[src/rtl/word_unpacker.sv]
// 32-bit word to LSB-first byte serializer behind a FIFO_DEPTH-entry input FIFO.
// Latency: first byte one cycle after the word is written; input backpressured by registered in_ready, output never stalls.
module word_unpacker #(
  parameter int FIFO_DEPTH = 4
) (
  input  logic        clk,
  input  logic        rst_n,
  input  logic        in_valid,
  input  logic [31:0] in_data,
  output logic        in_ready,
  output logic        out_valid,
  output logic [7:0]  out_data,
  output logic        out_last,
  output logic        overflow
);

  localparam int AW = $clog2(FIFO_DEPTH);
  localparam int CW = AW + 1;
  localparam logic [CW-1:0] DEPTH_C = CW'(FIFO_DEPTH);

  typedef enum logic {IDLE, SEND} state_t;

  logic [31:0]   mem_q [FIFO_DEPTH];
  logic [AW-1:0] wr_ptr_q, wr_ptr_d;
  logic [AW-1:0] rd_ptr_q, rd_ptr_d;
  logic [CW-1:0] cnt_q, cnt_d;
  logic          in_ready_q, in_ready_d;
  logic          overflow_q, overflow_d;
  state_t        state_q, state_d;
  logic [1:0]    idx_q, idx_d;
  logic [31:0]   word_q, word_d;

  logic push;
  logic pop;
  logic fifo_empty;

  assign push       = in_valid && in_ready_q;
  assign fifo_empty = (cnt_q == '0);
  // Pop whenever the serializer can take a word: from IDLE, or on the last byte.
  assign pop        = !fifo_empty && ((state_q == IDLE) || (idx_q == 2'd3));

  always_comb begin
    wr_ptr_d = wr_ptr_q;
    rd_ptr_d = rd_ptr_q;
    cnt_d    = cnt_q;
    if (push) wr_ptr_d = wr_ptr_q + AW'(1);
    if (pop)  rd_ptr_d = rd_ptr_q + AW'(1);
    case ({push, pop})
      2'b10:   cnt_d = cnt_q + CW'(1);
      2'b01:   cnt_d = cnt_q - CW'(1);
      default: cnt_d = cnt_q;
    endcase
  end

  // in_ready reflects post-edge occupancy, so it is stable for the whole next cycle.
  assign in_ready_d = (cnt_d < DEPTH_C);
  assign overflow_d = overflow_q | (in_valid & ~in_ready_q);

  always_comb begin
    state_d = state_q;
    idx_d   = idx_q;
    word_d  = word_q;
    case (state_q)
      IDLE: begin
        if (!fifo_empty) begin
          state_d = SEND;
          idx_d   = 2'd0;
          word_d  = mem_q[rd_ptr_q];
        end
      end
      SEND: begin
        if (idx_q == 2'd3) begin
          idx_d = 2'd0;
          if (!fifo_empty) begin
            word_d = mem_q[rd_ptr_q];
          end else begin
            state_d = IDLE;
          end
        end else begin
          idx_d = idx_q + 2'd1;
        end
      end
      default: begin
        state_d = IDLE;
        idx_d   = 2'd0;
      end
    endcase
  end

  always_ff @(posedge clk or negedge rst_n) begin
    if (!rst_n) begin
      for (int i = 0; i < FIFO_DEPTH; i++) mem_q[i] <= '0;
    end else if (push) begin
      mem_q[wr_ptr_q] <= in_data;
    end
  end

  always_ff @(posedge clk or negedge rst_n) begin
    if (!rst_n) begin
      wr_ptr_q   <= '0;
      rd_ptr_q   <= '0;
      cnt_q      <= '0;
      in_ready_q <= 1'b0;
      overflow_q <= 1'b0;
      state_q    <= IDLE;
      idx_q      <= 2'd0;
      word_q     <= '0;
    end else begin
      wr_ptr_q   <= wr_ptr_d;
      rd_ptr_q   <= rd_ptr_d;
      cnt_q      <= cnt_d;
      in_ready_q <= in_ready_d;
      overflow_q <= overflow_d;
      state_q    <= state_d;
      idx_q      <= idx_d;
      word_q     <= word_d;
    end
  end

  assign in_ready  = in_ready_q;
  assign overflow  = overflow_q;
  assign out_valid = (state_q == SEND);
  assign out_data  = out_valid ? word_q[{idx_q, 3'b000} +: 8] : 8'd0;
  assign out_last  = out_valid && (idx_q == 2'd3);

endmodule

[config.mk]
export PLATFORM = sky130hd
export DESIGN_NAME = word_unpacker
export DESIGN_NICKNAME = d
export VERILOG_FILES = /design/src/rtl/word_unpacker.sv
export SDC_FILE = /design/constraint.sdc
export NUM_CORES = 1
export LEC_CHECK = 0
export CAP_MARGIN = 20
export CORE_ASPECT_RATIO = 0.75
export CORE_MARGIN = 3
export CORE_UTILIZATION = 45
export CTS_CLUSTER_DIAMETER = 150
export DETAILED_ROUTE_END_ITERATION = 16
export SETUP_SLACK_MARGIN = 0.1
export SYNTH_ARGS = -nofsm -noshare
export SYNTH_HDL_FRONTEND = slang
export SYNTH_SLANG_ARGS = --single-unit
[constraint.sdc]
create_clock -name clk -period 6.8 [get_ports clk]
set_clock_uncertainty 0.05 [all_clocks]
set_input_delay 1.02 -clock clk [delete_from_list [all_inputs] [get_ports clk]]
set_output_delay 1.02 -clock clk [all_outputs]
set_load 0.03 [all_outputs]
# Word-level counts from Yosys, hierarchy flattened
# Index checks and enable logic that the tools add are counted.
[totals]
register_bits = 172
word_cells = 57
[op_classes]
addsub = 5
order_cmp = 4
n_eq_ne = 5
shifts = 1
muxes = 17
bitwise = 6
n_reduce_logical = 7
[ops]
columns = ["op", "n"]
rows = [
  ["32-bit two-way mux", 5],
  ["128-bit bitwise mux", 1],
  ["32-bit binary-select mux with 2-bit select", 1],
  ["32-bit demux with 2-bit select", 1],
  ["32-bit case mux with 2 select lines", 1],
  ["32-bit by 6-bit indexed part select with 8-bit output", 1],
  ["8-bit two-way mux", 1],
  ["2-bit by 1-bit adder with 2-bit output (second input constant)", 3],
  ["3-bit greater-or-equal comparator (second input constant)", 2],
  ["2-bit inverter with 3-bit output", 2],
  ["3-bit case mux with 2 select lines", 1],
  ["2-bit == test (second input constant)", 2],
  ["1-bit logical AND", 4],
  ["2-bit two-way mux", 2],
  ["2-bit case mux with 2 select lines", 1],
  ["3-bit by 1-bit adder with 3-bit output (second input constant)", 1],
  ["3-bit logical NOT", 1],
  ["3-bit by 1-bit less-than comparator with 1-bit output (second input constant)", 1],
  ["3-bit less-than comparator (second input constant)", 1],
  ["3-bit by 1-bit subtractor with 3-bit output (second input constant)", 1],
  ["2-bit by 1-bit == test with 1-bit output (second input constant)", 1],
  ["1-bit two-way mux", 2],
  ["2-bit by 1-bit inequality test with 1-bit output (second input constant)", 1],
  ["2-bit inequality test (second input constant)", 1],
  ["other kinds (6)", 7],
]

# Depth between registers and ports, before layout
# Gate-level depths: netlist of run 1.
[depth]
ltp_word = 7
mapped_depth = 9
ltp_nobuf = 8

# Least setup slack after synthesis of run 1
# OpenSTA, ideal clock, no wires.
[synth_path]
path_type = "register to output"
from = "register idx_q[0]"
to = "output out_data[0]"
arrival_ns = 1.355
path_slack_ns = 4.375
stages_incl_launch_ff = 4
cell_sequence = "dfrtp_1 buf_2 mux4_2 and2_1"
[synth_between]
elab_chain_len = 2
[synth_rtl]
columns = ["item", "line_no", "rtl"]
rows = [
  ["from (decl)", "30", "logic [1:0] idx_q, idx_d;"],
  ["from (signal assigned)", "115", "idx_q <= idx_d;"],
  ["32-bit by 6-bit indexed part select with 8-bit output", "123", "assign out_data = out_valid ? word_q[{idx_q, 3'b000} +: 8] : 8'd0;"],
  ["8-bit two-way mux", "123", ""],
  ["to (decl)", "12", "output logic [7:0] out_data,"],
]
# Every way passes these cells.

# Worst setup path after layout of run 1
[layout_path]
from = "register idx_q[0]"
to = "output out_data[7]"
# Same word-level chain as after synthesis.

==> flow_metrics.env, run 1 <==
export IMPL_status="complete, no violations"
export IMPL_ys_warn_count=0
export IMPL_overflow=0
export IMPL_path_clk_slew_ns=0.06
export IMPL_relSlewSlack=0.363
export IMPL_fin_util=0.546
export IMPL_synth_edff_count=0
export IMPL_place_area_mm2=0.00829
export IMPL_core_mm2=0.0164
export IMPL_route_detailed_drc=0
export IMPL_holdCritPathClass="flop to flop"
export IMPL_yosys_most_used_dff="dfrtp_1"
export IMPL_critical_path_max_fanout=11
export IMPL_gp_congestion=0.709
export IMPL_crit_chain="mux4_2 > and2_1 > clkdlybuf4s50_1"
export IMPL_ctsHoldBuffers=0
export IMPL_hold_depth=1
export IMPL_worstSetupEndpointType="output pin"
export IMPL_period_share=0.524
export IMPL_rows=40
export IMPL_start_util=0.468
export IMPL_powerDensity_mw_per_mm2=544
export IMPL_arrival_ns=2.49
export IMPL_p_leak_uw=0.00383
export IMPL_r2r_slack_ns=4.41
export IMPL_final_area_mm2=0.00893
export IMPL_first_iter_violations=240
export IMPL_required_ns=5.73
export IMPL_wire_per_inst_um=21.3
export IMPL_seq_area_frac_synth=0.562
export IMPL_rsz0062_at_grt="no"
export IMPL_vias_per_cell=5.46
export IMPL_insertedDiodeCount=0
export IMPL_hold_ws_ns=0.405
export IMPL_hold_path_endpoint="overflow"
export IMPL_grt_pass1_vias=4350
export IMPL_drive_gt1_frac=0.483
export IMPL_clk_latency_ns=0.42
export IMPL_setup_viol=0
export IMPL_cp_slowest_cell="dfrtp_1"
export IMPL_grt_start_max_net_pins=104
export IMPL_reg2reg_to="word_q[31]"
export IMPL_ys_ff_latch=172
export IMPL_cts_made_buffers=17
export IMPL_boundaryPins=47
export IMPL_fin_nets=533
export IMPL_routed_wl_um=15200
export IMPL_synth_cell_types=26
export IMPL_syn_nets=486
export IMPL_max_stage_delay_ns=0.71
export IMPL_tritoncts="done"
export IMPL_drt_pre_antenna_iters=4
export IMPL_die_area_mm2=0.0186
export IMPL_synth_area_mm2=0.00766
export IMPL_die_height_um=119
export IMPL_grt_pass1_wl_um=24600
export IMPL_finalMaxSlewViolations=0
export IMPL_post_cts_setup_buffers=0
export IMPL_cp_num_buf_inv=1
export IMPL_antenna_found_initial=0
export IMPL_fin_tns_setup_ns=0
export IMPL_cts_path_max_buffers=2
export IMPL_areaGrowthSynthToFinish_pct=16.6
export IMPL_drtAntennaViolNets=0
export IMPL_critPathKind="flop to output pin"
export IMPL_dp_hpwl_um=9720
export IMPL_ir_worst_vdd_v=0.000230
export IMPL_fmax_ghz=0.281
export IMPL_path_delay_family="flip-flops"
export IMPL_worst_slew_pin_slew_ns=0.955
export IMPL_final_common_cell="dfrtp_1"
export IMPL_portBuffers=46
export IMPL_die_x_um=157
export IMPL_reg2reg_from="idx_q[0]"
export IMPL_fin_crit_ns=3.56
export IMPL_hold_start="overflow"
export IMPL_fill_cells=1307
export IMPL_syn_inst=444
export IMPL_reg2reg_depth=5
export IMPL_cap_violations=0
export IMPL_finalHoldViolCount=0
export IMPL_layout_common_cells="171 x dfrtp_1, 134 x mux2_2, 45 x clkdlybuf4s50_1"
export IMPL_postCtsResizedCells=0
export IMPL_root_buffer="clkbuf_16"
export IMPL_htreeDepth=4
export IMPL_async_reset_ff_frac=1.00
export IMPL_avgSynthCellArea_um2=17.2
export IMPL_grt_use_total=0.175
export IMPL_clock_sinks=172
export IMPL_crit_path_start_kind="flop"
export IMPL_vias=3895
==> registers in the layout (all words and copies together), names as in the netlist, named ones only <==
name and count:
wr_ptr_q 2, out_valid 1, rd_ptr_q 2, idx_q 2, overflow 1, word_q 32
mem_q 128, in_ready 1, cnt_q 2
==> cells by family after synthesis <==
kind of cell               share of synthesized area
AOI/OAI and AO/OA                            0.00343
xor gates and xnor gates                     0.00801
adders and majority gates                     0.0124
buffers and inverters                         0.0260
DFF                                            0.562
muxes                                          0.372
and+or+nand+nor                               0.0167
==> cell usage after synthesis (2+ instances only) <==
cell / count / area [um^2]
dfrtp_1: 172 / 4300
mux2_2: 134 / 1510
mux4_2: 36 / 811
mux2_4: 28 / 420
buf_2: 15 / 75.1
and2_1: 9 / 56.3
ha_1: 6 / 75.1
clkbuf_1: 4 / 15.0
inv_1: 4 / 15.0
mux4_1: 4 / 105
nand2_1: 4 / 15.0
nand3_1: 4 / 20.0
xnor2_1: 4 / 35.0
buf_12: 3 / 60.1
buf_4: 3 / 22.5
xor2_1: 3 / 26.3
o21ai_0: 2 / 10.0
==> power breakdown <==
part	total [uW]	internal (uW)	switching, uW
combinational	1900	1180	718
sequential	1900	1550	355
clock	1050	671	379
==> worst max-delay path by stage <==
stage          slack, ns  depth (start not counted)     endpoint      from
3_3_place_gp        3.65                          4    mem_q[84]  in_valid
3_5_place_dp        3.64                          7         flop  in_valid
6_report            3.24                          3  out_data[7]  idx_q[0]
5_1_grt             3.09                          3  out_data[7]  idx_q[0]
2_1_floorplan       4.37                          3  out_data[0]  idx_q[0]
4_1_cts             3.20                          3  out_data[2]  idx_q[0]
==> metal layers <==
metal | routed length, um | share of wire | vias to the layer above | GRT usage
met5 | 0 | 0 | - | 0
met4 | 140 | 0.0092 | 0 | 0.0410
met3 | 491 | 0.032 | 12 | 0.0454
met2 | 7240 | 0.48 | 53 | 0.268
met1 | 7310 | 0.48 | 2089 | 0.251
li1 | - | - | 1741 | -
==> cell type report <==
class / count / area (um^2) / share of cell area
clock buffers: 25 / 515 / 0.0577
clock inverters: 6 / 130 / 0.0146
inverters: 4 / 15.0 / 0.00168
multi-input cells: 242 / 3180 / 0.356
flip-flops and latches: 172 / 4310 / 0.482
well taps: 210 / 263 / 0.0294
repair buffers: 54 / 522 / 0.0584
==> stage by stage <==
stage	setup WS [ns]	power [uW]	cells
6_report	3.24	4860	713
5_1_grt	3.09	5130	713
4_1_cts	3.20	4910	713
3_5_place_dp	3.64	3850	682
3_3_place_gp	3.65	3780	682
2_1_floorplan	4.37	3340	444
Note: power is estimated with default switching activity, not from simulation.
==> run 2, diff against run 1 <==
==> constraint.sdc (replaced) <==
create_clock -name clk -period 3.3 [get_ports clk]
set_clock_uncertainty 0.05 [all_clocks]
set_input_delay 0.495 -clock clk [delete_from_list [all_inputs] [get_ports clk]]
set_output_delay 0.495 -clock clk [all_outputs]
set_load 0.03 [all_outputs]
==> flow_metrics.env, run 2 (synthesized netlist as in run 1, its figures left out) <==
export IMPL_worst_slew_pin_slew_ns=0.693
export IMPL_vias=3956
export IMPL_relSlewSlack=0.538
export IMPL_drtAntennaViolNets=0
export IMPL_grt_pass1_vias=4300
export IMPL_status="complete, no violations"
export IMPL_layout_common_cells="170 x dfrtp_1, 134 x mux2_2, 45 x clkdlybuf4s50_1"
export IMPL_root_buffer="clkbuf_16"
export IMPL_powerDensity_mw_per_mm2=1110
export IMPL_vias_per_cell=5.52
export IMPL_wire_per_inst_um=21.8
export IMPL_largest_register="mem_q"
export IMPL_final_common_cell="dfrtp_1"
export IMPL_pre_cts_slack_ns=0.671
export IMPL_grt_busiest_layer="met2"
export IMPL_gp_congestion=0.738
export IMPL_drt_pre_antenna_iters=4
export IMPL_critPathKind="flop to output pin"
export IMPL_fill_cells=1312
export IMPL_grt_use_met3=0.0450
export IMPL_cts_made_buffers=17
export IMPL_reg_largest_list="mem_q x128, word_q x32"
export IMPL_met2_usage=0.267
export IMPL_regArea_mm2=0.00431
export IMPL_ir_worst_vdd_v=0.000471
export IMPL_die_x_um=157
export IMPL_rsz0062_at_grt="no"
export IMPL_cap_violations=0
export IMPL_use_met1=0.260
export IMPL_fin_nets=538
export IMPL_multi_input_area_mm2=0.00318
export IMPL_setup_ws_ns=0.447
export IMPL_grt_use_total=0.180
export IMPL_htreeDepth=4
export IMPL_fmax_ghz=0.350
export IMPL_finalHoldViolCount=0
export IMPL_setup_viol=0
export IMPL_route_detailed_drc=0
export IMPL_dp_hpwl_um=10300
export IMPL_clk_latency_ns=0.43
export IMPL_cts_path_max_buffers=2
export IMPL_grt_start_max_net_pins=72
export IMPL_fin_crit_ns=2.85
export IMPL_first_iter_violations=229
export IMPL_critical_path_max_fanout=11
export IMPL_overflow=0
export IMPL_start_util=0.468
export IMPL_p_total_uw=10000
export IMPL_cp_slowest_cell="clkdlybuf4s50_1"
export IMPL_antenna_found_initial=0
export IMPL_path_delay_family="buffers and inverters"
export IMPL_largest_reg_flops=128
export IMPL_crit_path_start_kind="flop"
export IMPL_period_share=0.865
export IMPL_p_leak_uw=0.00386
export IMPL_portBuffers=46
export IMPL_crit_chain="mux4_2 > and2_1 > clkdlybuf4s50_1"
export IMPL_path_clk_slew_ns=0.06
export IMPL_holdCritPathClass="input pin to async pin"
export IMPL_rows=40
export IMPL_die_height_um=119
export IMPL_post_cts_setup_buffers=0
export IMPL_required_ns=2.75
export IMPL_final_area_mm2=0.00899
export IMPL_core_mm2=0.0164
export IMPL_die_area_mm2=0.0186
export IMPL_max_stage_delay_ns=0.58
export IMPL_routed_wl_um=15700
export IMPL_worstSetupEndpointType="output pin"
export IMPL_grt_pass1_wl_um=24900
export IMPL_boundaryPins=47
export IMPL_drive_gt1_frac=0.489
export IMPL_ctsHoldBuffers=0
export IMPL_fin_tns_setup_ns=0
export IMPL_areaGrowthSynthToFinish_pct=17.4
export IMPL_insertedDiodeCount=0
export IMPL_tritoncts="done"
export IMPL_place_area_mm2=0.00838
export IMPL_finalMaxSlewViolations=0
export IMPL_arrival_ns=2.31
export IMPL_clock_sinks=172
export IMPL_cp_num_buf_inv=1
-- run 2: changes by cell type in the layout (fill, tap and decap cells not counted) --
cell / change
buf_12: +4
clkbuf_8: -3
clkinv_2: +2
buf_4: +1
dfrtp_1: -1
dfrtp_2: +1
-- run 2: path summary, 6_finish.rpt --
kind | cells past startpoint | startpoint | slack (ns) | to
worst max-delay path | 3 | idx_q[0] | 0.45 | out_data[3]
worst min-delay path | 1 | rst_n | 0.03 | mem_q[34]
worst max register to register | 5 | idx_q[1] | 1.02 | word_q[31]
worst min register to register | 1 | overflow | 0.41 | overflow
max in group asynchronous | 2 | rst_n | 2.30 | rd_ptr_q[0]
min in group clk | 1 | overflow | 0.41 | overflow
-- run 2: report_power, final --
group / internal (uW) / switching (uW)
Combinational: 2480 / 1520
Sequential: 3190 / 720
Clock: 1310 / 790
-- run 2: worst reg2reg max path, stage by stage (launching register included) --
cell and delay (ns):
dfrtp_1 0.63, ha_1 0.28, inv_1 0.08, a21oi_4 0.17, buf_4 0.54, mux2_2 0.41
-- run 2: routing by layer --
layer / routed length (um) / share of wire / vias to the layer above
met5: 0 / 0 / -
met4: 223 / 0.014 / 0
met3: 472 / 0.030 / 13
met2: 7280 / 0.46 / 56
met1: 7690 / 0.49 / 2144
li1: - / - / 1743
-- run 2: final cells by class --
| class | instances | area share |
|---|---|---|
| Timing Repair Buffer | 59 | 0.0678 |
| Clock inverter | 8 | 0.0156 |
| Tap cell | 210 | 0.0292 |
| Sequential cell | 172 | 0.479 |
| Inverter | 4 | 0.00167 |
| Multi-Input combinational cell | 242 | 0.354 |
| Clock buffer | 22 | 0.0527 |
-- run 2: through the flow --
step                      cells  hold WS, ns   util
after detailed placement    687        0.400  0.512
after CTS                   717       0.0400  0.549
after global routing        717       0.0816  0.549
after global placement      687        0.400  0.512
after floorplan             444        0.149      -
final                       717       0.0258  0.549
-- run 2: repair_timing --
item                                   in CTS  in global routing
gates resized for setup                     0                  1
endpoints found under the hold margin       0                  0
setup endpoints to repair                   0                  2
==> run 3, diff against run 2 <==
--- a/config.mk
+++ b/config.mk
@@ -11,7 +11,9 @@
 export CORE_UTILIZATION = 45
 export CTS_CLUSTER_DIAMETER = 150
 export DETAILED_ROUTE_END_ITERATION = 16
+export PLACE_DENSITY = 0.73
 export SETUP_SLACK_MARGIN = 0.1
+export SLEW_MARGIN = 20
 export SYNTH_ARGS = -nofsm -noshare
 export SYNTH_HDL_FRONTEND = slang
 export SYNTH_SLANG_ARGS = --single-unit
==> flow_metrics.env, run 3 (synthesized netlist as in run 1, its figures left out) <==
export IMPL_clk_latency_ns=0.42
export IMPL_pre_cts_slack_ns=0.664
export IMPL_holdCritPathClass="input pin to async pin"
export IMPL_fill_cells=1273
export IMPL_setup_ws_ns=0.261
export IMPL_worst_slew_pin_slew_ns=0.665
export IMPL_largest_register="mem_q"
export IMPL_crit_path_start_kind="flop"
export IMPL_path_delay_family="flip-flops"
export IMPL_start_util=0.468
export IMPL_powerDensity_mw_per_mm2=1110
export IMPL_grt_use_total=0.176
export IMPL_critPathKind="flop to output pin"
export IMPL_reg_largest_list="mem_q x128, word_q x32"
export IMPL_wire_per_inst_um=21.5
export IMPL_multi_input_area_mm2=0.00316
export IMPL_clock_sinks=172
export IMPL_grt_pass1_vias=4355
export IMPL_finalHoldViolCount=0
export IMPL_vias=3988
export IMPL_die_x_um=157
export IMPL_drive_gt1_frac=0.484
export IMPL_antenna_found_initial=0
export IMPL_dp_hpwl_um=9970
export IMPL_period_share=0.921
export IMPL_drt_pre_antenna_iters=4
export IMPL_routed_wl_um=15400
export IMPL_htreeDepth=4
export IMPL_cp_num_buf_inv=1
export IMPL_boundaryPins=47
export IMPL_first_iter_violations=276
export IMPL_fin_tns_setup_ns=0
export IMPL_ir_worst_vdd_v=0.000490
export IMPL_portBuffers=46
export IMPL_gp_congestion=0.759
export IMPL_root_buffer="clkbuf_16"
export IMPL_critical_path_max_fanout=11
export IMPL_layout_common_cells="171 x dfrtp_1, 134 x mux2_2, 45 x clkdlybuf4s50_1"
export IMPL_arrival_ns=2.49
export IMPL_fmax_ghz=0.329
export IMPL_cts_path_max_buffers=2
export IMPL_required_ns=2.75
export IMPL_tritoncts="done"
export IMPL_rows=40
export IMPL_rsz0062_at_grt="no"
export IMPL_fin_crit_ns=3.04
export IMPL_cap_violations=0
export IMPL_crit_chain="mux4_2 > and2_1 > clkdlybuf4s50_1"
export IMPL_finalMaxSlewViolations=0
export IMPL_post_cts_setup_buffers=0
export IMPL_regArea_mm2=0.00431
export IMPL_path_clk_slew_ns=0.07
export IMPL_max_stage_delay_ns=0.73
export IMPL_postCtsResizedCells=0
export IMPL_overflow=0
export IMPL_die_height_um=119
export IMPL_cp_slowest_cell="dfrtp_1"
export IMPL_ctsHoldBuffers=0
export IMPL_grt_pass1_wl_um=24800
export IMPL_setup_viol=0
export IMPL_core_mm2=0.0164
export IMPL_cts_made_buffers=17
export IMPL_die_area_mm2=0.0186
export IMPL_worstSetupEndpointType="output pin"
export IMPL_areaGrowthSynthToFinish_pct=16.5
export IMPL_grt_start_max_net_pins=68
export IMPL_status="complete, no violations"
export IMPL_p_leak_uw=0.00382
export IMPL_largest_reg_flops=128
export IMPL_fin_nets=537
export IMPL_route_detailed_drc=0
export IMPL_relSlewSlack=0.556
export IMPL_r2r_slack_ns=0.92
export IMPL_drtAntennaViolNets=0
export IMPL_final_common_cell="dfrtp_1"
export IMPL_insertedDiodeCount=0
export IMPL_vias_per_cell=5.55
## run 3: changes by cell type in the layout (fill, tap and decap cells not counted), sizes merged
cell      before  now
clkbuf        22   18
clkinvlp       0    3
bufinv         4    2
buf           14   13
clkinv         4    3
inv            4   10
## run 3: worst paths after layout
check | start | endpoint | cells past startpoint
worst min-delay path | rst_n | mem_q[39] | 1
worst min register to register | overflow | overflow | 1
worst max register to register | idx_q[0] | cnt_q[1] | 6
worst max-delay path | idx_q[0] | out_data[5] | 3
max in group asynchronous | rst_n | mem_q[29] | 2
min in group clk | overflow | overflow | 1
## run 3: where the power goes
part           internal (uW)  switching, uW
registers               3190            727
clock network           1150            850
logic                   2470           1540
total                   6810           3110
## run 3: metrics by stage
stage / hold slack (ns) / total power, uW / utilization / cells / cell area [um^2]
final: 0.0212 / 9920 / 0.545 / 718 / 8920
after global placement: 0.399 / 7740 / 0.509 / 686 / 8320
after floorplan: 0.149 / 6890 / - / 444 / 7660
after CTS: 0.0324 / 10000 / 0.545 / 718 / 8920
after detailed placement: 0.396 / 8000 / 0.509 / 686 / 8320
after global routing: 0.0564 / 10500 / 0.545 / 718 / 8920
## run 3: worst register-to-register path, stage by stage, from the launching register on
cell	delay [ns]
dfrtp_1	0.73
ha_1	0.29
inv_1	0.08
a21oi_4	0.20
ha_1	0.23
fa_1	0.43
mux2_2	0.27
## run 3: metal layers
layer / GRT usage / up-vias / wire length (um)
li1: - / 1753 / -
met1: 0.264 / 2145 / 7710
met5: 0 / - / 0
met2: 0.265 / 79 / 7120
met3: 0.0392 / 11 / 465
met4: 0.0377 / 0 / 101
## run 3: cell type report
class | instances | area share
multi-input cells | 242 | 0.355
well taps | 210 | 0.0295
inverters | 4 | 0.00168
repair buffers | 58 | 0.0647
clock buffers | 18 | 0.0492
clock inverters | 14 | 0.0175
flip-flops and latches | 172 | 0.483
==> edit: new RTL, config.mk and constraints of run 3 <==
Put one more register stage on the output `overflow`, with the module's reset. The value now appears one clock later. The other outputs are not delayed to match.
--- a/src/rtl/word_unpacker.sv
+++ b/src/rtl/word_unpacker.sv
@@ -119,5 +119,11 @@
 
   assign in_ready  = in_ready_q;
-  assign overflow  = overflow_q;
+  always_ff @(posedge clk or negedge rst_n) begin
+    if (!rst_n) begin
+      overflow <= '0;
+    end else begin
+      overflow <= overflow_q;
+    end
+  end
   assign out_valid = (state_q == SEND);
   assign out_data  = out_valid ? word_q[{idx_q, 3'b000} +: 8] : 8'd0;
Check against the original RTL: not equivalent (Yosys sat finds a counterexample within 4 cycles, from zero or initial values and one cycle with rst_n low).
==> edit against run 3 <==
  * Sequential cell count rose by 1
  * Synthesized cell count rose by 0.23%
  * Largest power group unchanged
  * Utilization fell by 0.084 points
  * Synthesized area rose by 0.15%
  * Combinational power fell by 1%
  * Setup slack improved by 0.0095 ns
  * Final area fell by 0.15%
  * Non-clock buffer count rose by 1
  * Routed wire length rose by 0.24%
  * Worst hold slack improved by 0.038 ns
  * Total power fell by 1.3%
==> edit: results (changes against run 3) <==
stage;metric;value;unit;change
route;drt-pass1-iter-count;6;;+2
layout;n_fill_cell;1285;;+0.94%
grt;met1_usage;26.05;%;-0.33 points
grt;grt_start_max_net_pins;81;;+19%
grt;grtUsageMet2;26.29;%;-0.25 points
route;dr_wl_met3;487;um;+4.7%
sta;slew_headroom;48.75;%;-6.9 points
route;via_count;4011;;+0.58%
synthesis;synthArstFlopShare;100.0;%;unchanged
critical_path;slowest_delay;0.73;ns;about the same
pwr;peakVddDrop;0.5463;mV;+11%
synthesis;synth.area.top_cells;dfrtp_1 56%, mux2_2 20%, mux4_2 11%, mux2_4 5.5%, mux4_1 1.4%;;
layout;nClkBuffers;20;;+2
synthesis;seq_area_frac_synth;56.44;%;+0.24 points
route;drt-met1-wl;7632;um;-1.0%
grt;gr-usage-all-layers;17.39;%;-0.22 points
grt;use_met3;3.741;%;-0.18 points
layout;buffers;59;;+1.7%
synthesis;ys_types;24;;-7.7%
pwr;p_leak;3.801;nW;-0.59%
status;status;finished clean;;
layout;drive_gt1_share;48.04;%;-0.39 points
grt;grt_pass1_wl;24590;um;-0.83%
placement;post-dp-hpwl;9955;um;-0.20%
layout;seq_share;48.63;%;+0.36 points
clock_network;clock_sinks;173;;+0.58%
synthesis;synthTopCellsByCount;173 x dfrtp_1, 134 x mux2_2, 36 x mux4_2;;
pwr;p_int;6.721;mW;-1.3%
grt;grt_pass1_vias;4352;;-0.069%
route;top_layer;met4;;
layout;bufAreaShareNonClock;6.421;%;-0.046 points
route;wl_met2;7217;um;+1.3%
layout;nNetsFinal;539;;+0.37%
route;wire_per_inst;21.44;um;about the same
route;drtIter0Drc;225;;-18%
edit: power by group through the flow:
| stage | clock network [mW] | logic, mW | registers [mW] |
|---|---|---|---|
| floorplan | 0 | 3.28 | 3.60 |
| global placement | 0 | 3.85 | 3.89 |
| detailed placement | 0 | 4.00 | 3.97 |
| CTS | 1.94 | 4.02 | 3.94 |
| global route | 2.04 | 4.23 | 4.07 |
| finish | 1.90 | 3.96 | 3.94 |
edit: cells by family (layout without fill, tap and decap cells):
group | count (synthesis) | in the layout | synth area share [%]
AOI/OAI and AO/OA | 4 | 4 | 0.3426
muxes | 202 | 202 | 37.10
buffers and inverters | 30 | 95 | 2.414
adders and majority gates | 7 | 7 | 1.240
DFF | 173 | 173 | 56.44
xor gates and xnor gates | 7 | 7 | 0.7994
and+or+nand+nor | 22 | 22 | 1.664
edit: path summary, 6_finish.rpt:
path	to	slack, ns	depth (start not counted)
max in group asynchronous	mem_q[93]$_DFFE_PN0P_	2.31	2
worst min-delay path	mem_q[103]$_DFFE_PN0P_	0.06	1
min in group clk	overflow$_DFF_PN0_	0.33	0
worst min register to register	overflow$_DFF_PN0_	0.33	0
worst max register to register	cnt_q[1]$_DFFE_PN0N_	0.87	6
worst max-delay path	out_data[4]	0.27	3
edit: per-stage QoR:
| stage | utilization, % | worst slack [ns] | cells | total power [mW] | instance area, um^2 |
|---|---|---|---|---|---|
| after floorplan | - | 1.128 | 445 | 6.873 | 7670 |
| after global placement | 50.98 | 0.6931 | 688 | 7.744 | 8343 |
| after detailed placement | 50.98 | 0.6722 | 688 | 7.969 | 8343 |
| after CTS | 54.41 | 0.2302 | 720 | 9.895 | 8905 |
| after global routing | 54.41 | 0.1161 | 720 | 10.34 | 8905 |
| final | 54.41 | 0.2703 | 720 | 9.794 | 8905 |
